==> src/rtl/mem_stage.sv <==
// mem_stage: EX/MEM register, data-memory access FSM and MEM/WB register.
// Ports:
//   clk, rst          clock; asynchronous active-low reset
//   *_e               execute-stage results and control bits
//   stall_m           holds EX/MEM and the upstream stages during an access
//   dmem_*            req/gnt/rvalid data-memory bus
//   *_w               write-back bundle plus one-cycle misalign/timeout flags
module mem_stage #(
    parameter int unsigned TIMEOUT  = 255,
    parameter logic [31:0] ERR_DATA = 32'hDEAD_BEEF
) (
    input  logic        clk,
    input  logic        rst,
    input  logic [31:0] alu_out_e,
    input  logic [31:0] write_data_e,
    input  logic [4:0]  write_reg_e,
    input  logic        reg_write_e,
    input  logic        mem_to_reg_e,
    input  logic        mem_write_e,
    output logic        stall_m,
    output logic        dmem_req,
    output logic        dmem_we,
    output logic [31:0] dmem_addr,
    output logic [31:0] dmem_wdata,
    input  logic        dmem_gnt,
    input  logic        dmem_rvalid,
    input  logic [31:0] dmem_rdata,
    output logic [31:0] result_w,
    output logic [4:0]  write_reg_w,
    output logic        reg_write_w,
    output logic        misalign_w,
    output logic        timeout_w
);

    localparam logic [15:0] TO_LAST = 16'(TIMEOUT - 1);

    typedef enum logic [1:0] {IDLE, REQ, WAIT, DONE} state_t;

    typedef struct packed {
        logic [31:0] alu_out;
        logic [31:0] write_data;
        logic [4:0]  write_reg;
        logic        reg_write;
        logic        mem_to_reg;
        logic        mem_write;
    } ex_mem_t;

    state_t      state;
    state_t      state_nx;
    ex_mem_t     m;
    logic [31:0] load_latch;
    logic [15:0] cnt;
    logic        to_flag;

    logic mem_op;
    logic aligned;
    logic mem_op_e;
    logic aligned_e;
    logic ld_rdata;
    logic ld_err;
    logic cnt_inc;
    logic cnt_clr;

    assign mem_op    = m.mem_to_reg | m.mem_write;
    assign aligned   = m.alu_out[1:0] == 2'b00;
    assign mem_op_e  = mem_to_reg_e | mem_write_e;
    assign aligned_e = alu_out_e[1:0] == 2'b00;
    assign stall_m   = (state == REQ) | (state == WAIT);

    always_ff @(posedge clk or negedge rst) begin
        if (!rst) begin
            state <= IDLE;
        end else begin
            state <= state_nx;
        end
    end

    always_comb begin
        state_nx   = state;
        ld_rdata   = 1'b0;
        ld_err     = 1'b0;
        cnt_inc    = 1'b0;
        cnt_clr    = 1'b0;
        dmem_req   = 1'b0;
        dmem_we    = 1'b0;
        dmem_addr  = '0;
        dmem_wdata = '0;
        unique case (state)
            IDLE, DONE: begin
                // DONE is not stalled, so a new instruction is captured here
                if (mem_op_e) begin
                    state_nx = aligned_e ? REQ : DONE;
                end else begin
                    state_nx = IDLE;
                end
            end
            REQ: begin
                dmem_req   = 1'b1;
                dmem_we    = m.mem_write;
                dmem_addr  = {m.alu_out[31:2], 2'b00};
                dmem_wdata = m.write_data;
                if (dmem_gnt) begin
                    if (m.mem_write) begin
                        state_nx = DONE;
                    end else if (dmem_rvalid) begin
                        ld_rdata = 1'b1;
                        state_nx = DONE;
                    end else begin
                        cnt_clr  = 1'b1;
                        state_nx = WAIT;
                    end
                end
            end
            WAIT: begin
                if (dmem_rvalid) begin
                    ld_rdata = 1'b1;
                    state_nx = DONE;
                end else if (cnt == TO_LAST) begin
                    ld_err   = 1'b1;
                    state_nx = DONE;
                end else begin
                    cnt_inc = 1'b1;
                end
            end
            default: state_nx = IDLE;
        endcase
    end

    always_ff @(posedge clk or negedge rst) begin
        if (!rst) begin
            m <= '0;
        end else if (!stall_m) begin
            m <= '{alu_out_e, write_data_e, write_reg_e,
                   reg_write_e, mem_to_reg_e, mem_write_e};
        end
    end

    always_ff @(posedge clk or negedge rst) begin
        if (!rst) begin
            load_latch <= '0;
            cnt        <= '0;
            to_flag    <= 1'b0;
        end else begin
            if (ld_rdata) begin
                load_latch <= dmem_rdata;
            end else if (ld_err) begin
                load_latch <= ERR_DATA;
            end
            if (cnt_clr) begin
                cnt <= '0;
            end else if (cnt_inc) begin
                cnt <= cnt + 16'd1;
            end
            // W samples the old flag on the same edge that clears it
            if (ld_err) begin
                to_flag <= 1'b1;
            end else if (!stall_m) begin
                to_flag <= 1'b0;
            end
        end
    end

    always_ff @(posedge clk or negedge rst) begin
        if (!rst) begin
            result_w    <= '0;
            write_reg_w <= '0;
            reg_write_w <= 1'b0;
            misalign_w  <= 1'b0;
            timeout_w   <= 1'b0;
        end else if (!stall_m) begin
            result_w    <= m.mem_to_reg ? load_latch : m.alu_out;
            write_reg_w <= m.write_reg;
            reg_write_w <= m.reg_write & ~(mem_op & ~aligned);
            misalign_w  <= mem_op & ~aligned;
            timeout_w   <= to_flag;
        end else begin
            reg_write_w <= 1'b0;
            misalign_w  <= 1'b0;
            timeout_w   <= 1'b0;
        end
    end

endmodule

==> config.mk <==
export PLATFORM = sky130hd
export DESIGN_NAME = mem_stage
export DESIGN_NICKNAME = d
export VERILOG_FILES = /design/src/rtl/mem_stage.sv
export SDC_FILE = /design/constraint.sdc
export NUM_CORES = 1
export LEC_CHECK = 0
export ABC_AREA = 1
export CORE_MARGIN = 3
export CORE_UTILIZATION = 43
export CTS_CLUSTER_SIZE = 24
export DETAILED_ROUTE_END_ITERATION = 16
export HOLD_SLACK_MARGIN = 0.1
export PLACE_DENSITY = 0.87
export REMOVE_ABC_BUFFERS = 1
export SYNTH_ARGS = -nofsm -noshare
export SYNTH_HDL_FRONTEND = slang
export SYNTH_SLANG_ARGS = --single-unit
==> constraint.sdc <==
create_clock -name clk -period 1.65 [get_ports clk]
set_input_delay 0.33 -clock clk [delete_from_list [all_inputs] [get_ports clk]]
set_output_delay 0.33 -clock clk [all_outputs]
set_load 0.01 [all_outputs]
==> run metrics <==
M1 wire length 10300 µm; core area 16700 µm²; clock-pin slew on the worst setup and hold paths 0.07 ns; unrepaired setup endpoints after global routing yes; Ys Warns 0; status complete, but fails checks; root buf cell clkbuf_16; overall global routing resource usage 23.9%; first-pass GRT wire length 35200 µm; Die H 137 µm; Arrival @ worst endpoint 1.64 ns; htree depth 4; total CTS buffers 17; WL met2 14300 µm; initial core utilization 44.4%; post-placement worst setup slack -0.221 ns; startpoint types register; register bit total from synthesis 163; Synth cell types 29; Gate Count Post-Synth 971; endpoints failing setup 227; largest net degree at the start of global routing 61; final period utilization 119%; Avg Inst Size Synth 7.64 µm²; final cell count without fillers 1477; share of cells above drive strength 1 25.9%; Post-synth ARST share 100%; final worst setup slack -0.321 ns; vias per std cell 5.31; Clk Latency, worst-skew pair 0.43 ns; maximum VDD drop 1.18 mV; fmax 507 MHz; Post-Syn Area 7410 µm²; Final Critical Period 1.97 ns; commonest non-fill, non-tap cell in the layout nand2_1; register area share after synthesis 55.0%; cell total after placement 1393; number of remaining DRC errors 0; DIE AREA 18900 µm²; Cell Rows 47; placer's final routability congestion estimate 0.857; area grow syn2layout 60.9%; # Max-Cap Violations 0; # fillers 1156; initial antenna violation count 0; Final Hold Violating Endpoints 0; register area 4080 µm²; Num Clock Sinks 163; CTS Buffer Depth 2; worst-path fanout max 8; Hold WC Path Type in -> async; uppermost routed layer met4; post-route setup TNS -43.34 ns; vias in the first global route 7085; Setup CP Type reg -> out; drt wl/cell 19.3 µm; Multi-input gate area 3290 µm²; die width 137 µm; PwrDens 2280 nW/µm²; violated checks negative setup slack; antenna-violating nets left 0; 1st-pass router iterations 8; leading cell types in the layout, fill and taps excluded nand2_1 (351), dfrtp_1 (163), clkdlybuf4s50_1 (108), nor2_1 (87), inv_1 (67); share of the synthesized area in the top cell type 55.0%; GRT Residual Overflow 0; total number of vias 7846; clk_skew 0.0104 ns; dpl hpwl 14600 µm; final max-slew violation count 0; Post-synth EDFFs 0; I/O pin count 215; routed length on met3 2590 µm; CTS tree done; largest area contributor in the netlist dfrtp_1; ranking of synthesized cells by area dfrtp_1 (55%), nand2_1 (20%), nor2_1 (6.6%); Static Leakage 0.00634 µW; Port Buffers 212; DR iter-0 viols 858; endpoint class of the critical path output port; ant diodes 0; Routed WL 28500 µm; final net count 1356; worst path required time 1.32 ns; Main synth FF type dfrtp_1
area by class of cell:
cell class                      count  area share, %
Clock inverter                     13          0.839
Clock buffer                       19           3.63
Timing Repair Buffer              300           28.2
Tap cell                          220           2.31
Sequential cell                   163           34.2
Inverter                           97           3.24
Timing Repair inverter              1         0.0944
Multi-Input combinational cell    664           27.5
report_power, final:
| group | total (µW) | switching [µW] | internal, µW |
|---|---|---|---|
| Combinational | 16200 | 8730 | 7460 |
| Sequential | 7420 | 1470 | 5950 |
| Clock | 3650 | 1710 | 1950 |
| Total | 27300 | 11900 | 15400 |
sequential cells by signal (all words and copies together), names as in the netlist:
signal,cells
state,2
result_w,32
write_reg_w,5
load_latch,32
to_flag,1
cnt,16
misalign_w,1
reg_write_w,1
m,72
timeout_w,1
cell families after synthesis:
group | Yosys count | share of synthesized area [%]
flip-flops | 163 | 55.0
other | 1 | 0.0506
XOR/XNOR | 5 | 0.591
AND/OR/NAND/NOR | 568 | 29.9
buffers and inverters | 145 | 7.88
AO/OA/AOI/OAI | 85 | 5.92
adder cells (fa/ha/maj) | 4 | 0.675
synthesized netlist by cell type, drive strengths merged, types with 4 or more instances:
library cell and number:
dfrtp 163, nand2 403, xor2 5, inv 93
nand3 16, nand4 14, buf 22, nor2 132
ha 4, o21ai 79, clkbuf 26, clkinv 4
final timing paths:
| path | cells past startpoint | end | startpoint | slack [ns] |
|---|---|---|---|---|
| max | 7 | dmem_wdata[14] | state[1] | -0.32 |
| min | 2 | m[7] | rst | 0.39 |
| max reg2reg | 11 | load_latch[10] | state[0] | -0.28 |
| min reg2reg | 2 | m[17] | m[17] | 0.47 |
| max in group asynchronous | 3 | load_latch[14] | rst | 0.67 |
| min in group clk | 3 | m[21] | write_data_e[13] | 0.44 |
per-layer routing:
metal,vias to the layer above,track usage [%]
met5,-,0
met4,0,9.48
met3,118,4.97
met2,492,41.2
met1,3730,29.3
li1,3506,-
repair_timing:
| item | CTS | global route |
|---|---|---|
| pin swaps | 6 | 23 |
| buffers inserted | 17 | 9 |
| gates cloned | 5 | 25 |
| endpoints found under the setup margin | 147 | 227 |
| hold endpoints to repair | 36 | 0 |
| gates resized for setup | 316 | 259 |
| hold buffers | 1 | 0 |
stage by stage:
stage | util (%) | hold WS [ns] | area [µm²] | total power (µW)
final | 71.4 | 0.390 | 11900 | 27300
after global routing | 71.4 | 0.418 | 11900 | 28700
after CTS | 65.0 | 0.386 | 10900 | 21500
after detailed placement | 60.1 | 0.276 | 10000 | 17300
after global placement | 60.1 | 0.277 | 10000 | 16900
after floorplan | - | 0.0344 | 7200 | 10900
critical path, stage by stage (launching register included):
cell,delay (ns)
dfrtp_1,0.40
inv_2,0.08
ha_4,0.16
buf_6,0.13
clkbuf_16,0.18
nand2_2,0.05
inv_1,0.07
buf_2,0.15
No activity file was read; power rests on OpenSTA's default activity.
